**config.mk**
```make
export PLATFORM = sky130hd
export DESIGN_NAME = score_bin2bcd
export DESIGN_NICKNAME = d
export VERILOG_FILES = /design/src/rtl/score_pkg.sv /design/src/rtl/bcd_add3.sv /design/src/rtl/score_bin2bcd.sv
export SDC_FILE = /design/constraint.sdc
export NUM_CORES = 1
export LEC_CHECK = 0
export ABC_AREA = 0
export CAP_MARGIN = 20
export CELL_PAD_IN_SITES_DETAIL_PLACEMENT = 0
export CELL_PAD_IN_SITES_GLOBAL_PLACEMENT = 2
export CORE_MARGIN = 4
export CORE_UTILIZATION = 32
export DETAILED_ROUTE_END_ITERATION = 10
export PLACE_DENSITY_LB_ADDON = 0.08
export SETUP_SLACK_MARGIN = 0.2
export SLEW_MARGIN = 20
export SYNTH_ARGS = -nofsm -noshare
export SYNTH_HDL_FRONTEND = slang
export SYNTH_SLANG_ARGS = --single-unit
```
**constraint.sdc**
```tcl
create_clock -name clk -period 1.8 [get_ports clk]
set_input_delay 0.54 -clock clk [delete_from_list [all_inputs] [get_ports clk]]
set_output_delay 0.54 -clock clk [all_outputs]
set_load 0.01 [all_outputs]
```
**src/rtl/score_pkg.sv**
```systemverilog
// ============================================================================
// score_pkg
// Shared constants for the binary-to-packed-BCD score converter.
// Revision: 1.0
// ============================================================================
`default_nettype none

package score_pkg;

  localparam logic [1:0] ST_IDLE  = 2'd0;
  localparam logic [1:0] ST_SHIFT = 2'd1;
  localparam logic [1:0] ST_DONE  = 2'd2;

  localparam logic [3:0] BCD_NINE = 4'h9;

  // Largest value representable in the given number of BCD digits.
  function automatic int bcd_max(input int digits);
    int v;
    v = 1;
    for (int i = 0; i < digits; i++) begin
      v = v * 10;
    end
    return v - 1;
  endfunction

endpackage

`default_nettype wire

```
**src/rtl/bcd_add3.sv**
```systemverilog
// ============================================================================
// bcd_add3
// Single-digit double-dabble corrector: digits 5..9 get +3 before the shift.
// Revision: 1.0
// ============================================================================
`default_nettype none

module bcd_add3 (
  input  logic [3:0] din,
  output logic [3:0] dout
);

  assign dout = (din >= 4'd5) ? (din + 4'd3) : din;

endmodule

`default_nettype wire

```
**src/rtl/score_bin2bcd.sv**
```systemverilog
// ============================================================================
// score_bin2bcd
// Sequential shift-add-3 converter feeding the 7-segment display multiplexer.
// Revision: 1.0
// ============================================================================
`default_nettype none

module score_bin2bcd #(
  parameter int BIN_W  = 8,
  parameter int DIGITS = 2
) (
  input  logic                  clk,
  input  logic                  rst,
  input  logic                  start,
  input  logic [BIN_W-1:0]      bin,
  output logic [4*DIGITS-1:0]   bcd,
  output logic                  done,
  output logic                  busy,
  output logic                  ovf
);

  import score_pkg::*;

  localparam int ACC_W   = 4 * DIGITS;
  localparam int CNT_W   = (BIN_W > 1) ? $clog2(BIN_W) : 1;
  localparam int CMP_W   = (BIN_W > 32) ? BIN_W + 1 : 33;
  localparam int MAX_VAL = bcd_max(DIGITS);

  localparam logic [CMP_W-1:0] MAX_EXT  = CMP_W'(MAX_VAL);
  localparam logic [CNT_W-1:0] LAST_CNT = CNT_W'(BIN_W - 1);

  typedef enum logic [1:0] {
    IDLE  = ST_IDLE,
    SHIFT = ST_SHIFT,
    DONE  = ST_DONE
  } state_t;

  state_t             state;
  logic [BIN_W-1:0]   shreg;
  logic [ACC_W-1:0]   acc;
  logic [CNT_W-1:0]   cnt;
  logic               sat;
  logic               lost;

  logic [ACC_W-1:0]   corr;
  logic               bin_sat;

  assign bin_sat = (CMP_W'(bin) > MAX_EXT);

  for (genvar g = 0; g < DIGITS; g++) begin : g_digit
    bcd_add3 u_add3 (
      .din  (acc[4*g +: 4]),
      .dout (corr[4*g +: 4])
    );
  end

  always_ff @(posedge clk) begin
    if (rst) begin
      state <= IDLE;
      shreg <= '0;
      acc   <= '0;
      cnt   <= '0;
      sat   <= 1'b0;
      lost  <= 1'b0;
      bcd   <= '0;
      done  <= 1'b0;
      busy  <= 1'b0;
      ovf   <= 1'b0;
    end else begin
      done <= 1'b0;
      case (state)
        IDLE: begin
          if (start) begin
            shreg <= bin;
            acc   <= '0;
            cnt   <= '0;
            sat   <= bin_sat;
            lost  <= 1'b0;
            busy  <= 1'b1;
            state <= SHIFT;
          end
        end

        SHIFT: begin
          // A carry out of the top digit can only happen when sat is already
          // set; folding it in keeps the output saturated in any case.
          lost  <= lost | corr[ACC_W-1];
          acc   <= {corr[ACC_W-2:0], shreg[BIN_W-1]};
          shreg <= shreg << 1;
          cnt   <= cnt + CNT_W'(1);
          if (cnt == LAST_CNT) begin
            state <= DONE;
          end
        end

        DONE: begin
          bcd   <= (sat | lost) ? {DIGITS{BCD_NINE}} : acc;
          ovf   <= sat | lost;
          done  <= 1'b1;
          busy  <= 1'b0;
          state <= IDLE;
        end

        default: begin
          busy  <= 1'b0;
          state <= IDLE;
        end
      endcase
    end
  end

endmodule

`default_nettype wire

```
==> flow_summary_export.csv, run 1 <==
group,metric,value,unit
synthesis,synthTopCellsByCount,"dfxtp_1, nor2_1, nand2_1, a21oi_1",
sta,relSlewSlack,63.7,%
global_routing,grt_pass1_wl,6.26,mm
route,dr.pass1.iters,4,
power_and_ir_drop,power_density,849,nW/um^2
clock_network,worstSkewPairLatency,0.29,ns
setup_path,max_stage_delay,0.48,ns
place,preCtsSetupSlack,-0.104,ns
setup_path,reg2reg_slack,0.32,ns
layout,seq_area,681,um^2
setup_path,path_cells,"clkdlybuf4s50_1 -> or3b_4 -> a32oi_1 -> a21oi_1",
synthesis,synth_nets,190,
setup_path,cp.required,1.97,ns
synthesis,ys_seq_area_share,44.4,%
layout,multiInputGateArea,777,um^2
setup_path,crit_family,"buffers and inverters",
sta,rsz0062_at_grt,"false",
synthesis,synthDominantCellAreaShare,44.4,%
synthesis,avgSynthCellArea,8.85,um^2
route,drt_iter0_markers,67,
job,cap_viol_max_count,0,
synthesis,yosysMostFrequentCell,"dfxtp_1",
synthesis,yosysTopAreaCell,"dfxtp_1",
die,rows,24,
die,coreArea,4500,um^2
clock_network,clk_path_buf_depth,2,
layout,num_antenna_cells,0,
setup_path,start_kind,"input pin",
setup_path,path_buf_inv,1,
setup_path,reg2reg_depth,5,
setup_path,critPathMaxFanout,4,
clock_network,cts_root_buffer,"clkbuf_8",
power_and_ir_drop,p_leak,0.771,nW
route,num_vias,1346,
synthesis,synth_seq_cells,34,
route,vias_per_cell,5.26,
clock_network,cts_setup_buffers,0,
layout,nets,220,
global_routing,grt_max_degree,21,
synthesis,synth-edff-count,0,
clock_network,cts.sinks,34,
die,dieWidth,77.2,um
synthesis,synthTopCellsByArea,"dfxtp_1, nor2_1, ha_1",
sta,finalWorstSetupSlack,0.280,ns
synthesis,synth_cell_types,35,
route,drc,0,
setup_path,crit_cells,4,
layout,layout-drive-gt1-share,13.2,%
die,io_pins,22,
synthesis,synth_flop_cell,"dfxtp_1",
place,port_buffers,21,
sta,setup_viol_count_final,0,
clock_network,tritoncts,"yes",
clock_network,htree_levels,2,
setup_path,arrival,1.69,ns
global_routing,gr-usage-all-layers,13.3,%
synthesis,netlist_area,1530,um^2
sta,min_period,1.52,ns
route,wire_per_inst,15.1,um
die,initial_utilization,34.0,%
place,post-place-cells,248,
sta,post-route-period-util,84.5,%
global_routing,grt_pass1_vias,1292,
route,route.antenna.remaining_nets,0,
status,status,"finished clean",
synthesis,postSynth.asyncResetShare,0,%
setup_path,cp_slowest_cell,"clkdlybuf4s50_1",
die,die_y,77.2,um
synthesis,synthCells,173,
sta,worst-slew-pin-transition,0.542,ns
setup_path,endpoint,"lost",
layout,layout.cells.non_filler,256,
sta,fmax,658,MHz
setup_path,r2r-start,"acc[5]",
setup_path,endpoint_kind,"flip-flop",
sta,drv_slew,0,
place,hpwl,2.78,mm
power_and_ir_drop,ir_worst_vdd,0.384,mV
setup_path,reg2reg_to,"lost",
sta,hold_viol,0,
clock_network,clk_pin_slew_worst_paths,0.07,ns
power_and_ir_drop,power,0.00166,W
die,fp.dieArea,5960,um^2
hold_path,min_path_type,"reg2reg",
place,gp_congestion,0.757,
synthesis,yosysWarnings,0,
setup_path,crit_type,"in2reg",
layout,area_delta_synth_final,27.7,%
global_routing,antenna_found_initial,0,
clock_network,cts_buffers,5,
route,wl,3.87,mm
sta,skew,0.00580,ns
layout,fillCellCount,461,
setup_path,cp-startpoint,"start",
global_routing,grt_overflow,0,
## final cells by class
cell class                      instances  area share, %
Inverter                               10           1.92
Sequential cell                        34           34.8
Multi-Input combinational cell        119           39.7
Clock buffer                            5           3.52
Tap cell                               52           3.33
Timing Repair Buffer                   33           14.7
Clock inverter                          3           2.05
## placed cells by master, fill, tap and decap left out, types with 6 or more instances in the layout
cell,instances
o21ai_0,10
buf_4,12
inv_1,10
nand3_1,7
nand2_1,14
a21oi_1,11
nor2_1,21
dfxtp_1,34
ha_1,6
a22oi_1,8
a311oi_1,6
clkdlybuf4s50_1,10
dlygate4sd2_1,11
## metal layers
metal | GRT usage [%] | vias to the layer above | part of all wire (%)
met5 | 0 | - | 0
met4 | 5.87 | 0 | 1.6
met3 | 3.98 | 7 | 2.8
met2 | 20.0 | 12 | 46
met1 | 17.3 | 648 | 50
li1 | - | 679 | -
## timing repair
| item | in CTS | in global routing |
|---|---|---|
| gates resized for setup | 12 | 3 |
| hold buffers | 0 | 0 |
| pin swaps | 0 | 0 |
| endpoints found under the setup margin | 12 | 8 |
## how the worst min path moves through the flow
stage                   from        to  slack (ns)  cells after the start
global placement    shreg[0]  shreg[1]        0.46                      2
CTS                 shreg[1]  shreg[2]        0.48                      2
global route        shreg[2]  shreg[3]        0.51                      2
floorplan             cnt[0]    cnt[0]        0.44                      1
finish              shreg[1]  shreg[2]        0.47                      2
detailed placement  shreg[1]  shreg[2]        0.47                      2
## cells by family (layout without fill, tap and decap cells)
group	after synthesis	in the layout	share of synthesized area, %
XOR/XNOR	1	1	0.572
adder cells (fa/ha/maj)	6	6	4.90
AO/OA/AOI/OAI	53	53	24.0
buffers and inverters	20	51	5.96
flip-flops	34	34	44.4
AND/OR/NAND/NOR	59	59	20.1
## power breakdown
part / internal, W / switching (W)
Combinational: 0.0000804 / 0.0000871
Clock: 0.000407 / 0.000287
Sequential: 0.000778 / 0.0000209
Total: 0.00127 / 0.000395
## state kept, by name (all words and copies together) (netlist names), 2 cells and up
register  flops
bcd           8
cnt           3
shreg         8
acc           8
state         2
## worst min-delay path: stages (launching register included)
cell,delay (ns)
dfxtp_1,0.31
nand2_1,0.05
a311oi_1,0.07
## per-stage QoR
step / hold WS, ns / util (%) / TNS, ns / area [um^2]
detailed placement: 0.470 / 40.9 / -0.353 / 1840
global placement: 0.463 / 40.9 / -0.131 / 1840
CTS: 0.480 / 43.1 / 0 / 1940
global route: 0.508 / 43.4 / 0 / 1960
floorplan: 0.444 / - / 0 / 1530
finish: 0.475 / 43.4 / 0 / 1960
Power figures use the tool's default switching activity.
==> run 2: changes to the inputs <==
CORE_UTILIZATION = 29   (was 32)
clock period = 1.3 ns   (was 1.8 ns; I/O delays follow)
==> flow_summary_export.csv, run 2 (synthesis gave the netlist of run 1 again) <==
group,metric,value,unit
place,placed_cell_area,2080,um^2
die,fp.dieArea,6510,um^2
die,die_y,80.7,um
route,wl,4.53,mm
setup_path,cp.required,1.52,ns
die,rows,26,
place,port_buffers,21,
route,dr.pass1.iters,4,
layout,nets,251,
sta,worst-slew-pin-transition,0.361,ns
setup_path,reg2reg_depth,5,
clock_network,worstSkewPairLatency,0.29,ns
power_and_ir_drop,seqPwrFrac,45.8,%
die,io_pins,22,
clock_network,clk_pin_slew_worst_paths,0.07,ns
die,coreArea,5110,um^2
route,num_vias,1505,
layout,num_antenna_cells,0,
power_and_ir_drop,p_leak,0.966,nW
clock_network,tritoncts,"yes",
setup_path,reg2reg_to,"lost",
power_and_ir_drop,p_sw_share,25.1,%
layout,final_common_cell,"buf_4",
hold_path,min_path_type,"reg2reg",
place,gp_congestion,0.771,
sta,fmax,779,MHz
global_routing,grt_overflow,0,
clock_network,cts_buffers,5,
global_routing,grt_max_degree,14,
sta,relSlewSlack,75.9,%
sta,rsz0062_at_grt,"true",
setup_path,endpoint_kind,"flip-flop",
layout,layout.cells.non_filler,305,
route,drt_iter0_markers,48,
power_and_ir_drop,p_sw,0.000607,W
setup_path,endpoint,"lost",
setup_path,start_kind,"flip-flop",
clock_network,cts_root_buffer,"clkbuf_8",
die,initial_utilization,30.0,%
layout,fin_area,2510,um^2
place,hpwl,3.03,mm
layout,reg_top3,"acc (8), bcd (8), shreg (8)",
place,post-place-cells,285,
clock_network,htree_levels,2,
sta,post-route-period-util,98.7,%
power_and_ir_drop,combPwrFrac,13.8,%
sta,setup_viol_count_final,0,
clock_network,cts.sinks,34,
global_routing,gr-usage-all-layers,14.8,%
sta,min_period,1.28,ns
sta,hold_viol,0,
setup_path,crit_type,"reg2reg",
sta,skew,0.00412,ns
power_and_ir_drop,power_density,964,nW/um^2
layout,mostFrequentLayoutCells,"buf_4, nor2_1, dfxtp_1, buf_6, dfxtp_2",
route,route.antenna.remaining_nets,0,
power_and_ir_drop,p_int,0.00182,W
power_and_ir_drop,p_clk_share,40.4,%
route,drc,0,
layout,layout-drive-gt1-share,52.8,%
setup_path,r2r-start,"acc[4]",
layout,area_delta_synth_final,64.0,%
die,dieWidth,80.7,um
global_routing,antenna_found_initial,0,
setup_path,reg2reg_slack,0.02,ns
sta,drv_slew,0,
global_routing,grt_pass1_wl,7.25,mm
route,vias_per_cell,4.93,
route,wire_per_inst,14.8,um
setup_path,cp-startpoint,"acc[4]",
power_and_ir_drop,ir_worst_vdd,0.536,mV
clock_network,cts_hold_buffers,0,
status,status,"finished clean",
setup_path,critPathMaxFanout,5,
global_routing,grt_pass1_vias,1534,
job,cap_viol_max_count,0,
clock_network,clk_path_buf_depth,2,
setup_path,arrival,1.51,ns
==> run 2: repair_timing <==
item / 4_1_cts / 5_1_grt
endpoints found under the setup margin: 44 / 44
pin swaps: 10 / 7
gates resized for setup: 81 / 39
cloned: 1 / 0
setup buffers: 5 / 6
==> run 2: power groups by stage <==
stage / logic [W] / clock network, W / registers, W
after floorplan: 0.000152 / 0 / 0.00112
after global placement: 0.000256 / 0 / 0.00113
after detailed placement: 0.000259 / 0 / 0.00113
after CTS: 0.000283 / 0.00100 / 0.00111
after global routing: 0.000366 / 0.00106 / 0.00111
final: 0.000334 / 0.000980 / 0.00111
==> run 2: worst min path at each step <==
stage	cells after the start	slack (ns)	to	start
final	2	0.48	shreg[5]	shreg[4]
after global routing	2	0.52	shreg[2]	shreg[1]
after CTS	2	0.48	shreg[2]	shreg[1]
after detailed placement	2	0.47	shreg[5]	shreg[4]
after global placement	2	0.46	acc[3]	acc[3]
after floorplan	1	0.44	cnt[0]	cnt[0]
==> run 2: area by class of cell <==
class	instances	area, um^2
sequential	34	711
inverter	10	40.0
fill	510	2600
clock inverter	3	40.0
tap	70	87.6
multi-input combinational	119	992
clock buffer	5	68.8
timing repair buffer	64	572
==> run 2: stage by stage <==
step	TNS, ns	hold slack, ns	setup WS [ns]	utilization (%)	power (W)
4_1_cts	0	0.479	0.00937	45.5	0.00239
3_5_place_dp	-8.51	0.468	-0.465	40.7	0.00139
2_1_floorplan	0	0.444	0.0431	-	0.00127
5_1_grt	-0.0688	0.519	-0.0527	49.2	0.00254
3_3_place_gp	-8.00	0.461	-0.361	40.7	0.00139
6_report	0	0.478	0.0168	49.2	0.00242
==> run 2: routing by layer <==
| metal | GRT usage (%) | part of all wire [%] | up-vias |
|---|---|---|---|
| li1 | - | - | 742 |
| met1 | 17.1 | 46 | 729 |
| met2 | 24.8 | 49 | 24 |
| met3 | 3.92 | 3.1 | 10 |
| met4 | 7.77 | 2.3 | 0 |
| met5 | 0 | 0 | - |
==> run 2: critical path, stage by stage (launching register included) <==
cell and delay [ns]:
dfxtp_4 0.38, inv_4 0.04, ha_4 0.15, nor2b_4 0.12, or4_1 0.39, a21oi_1 0.13
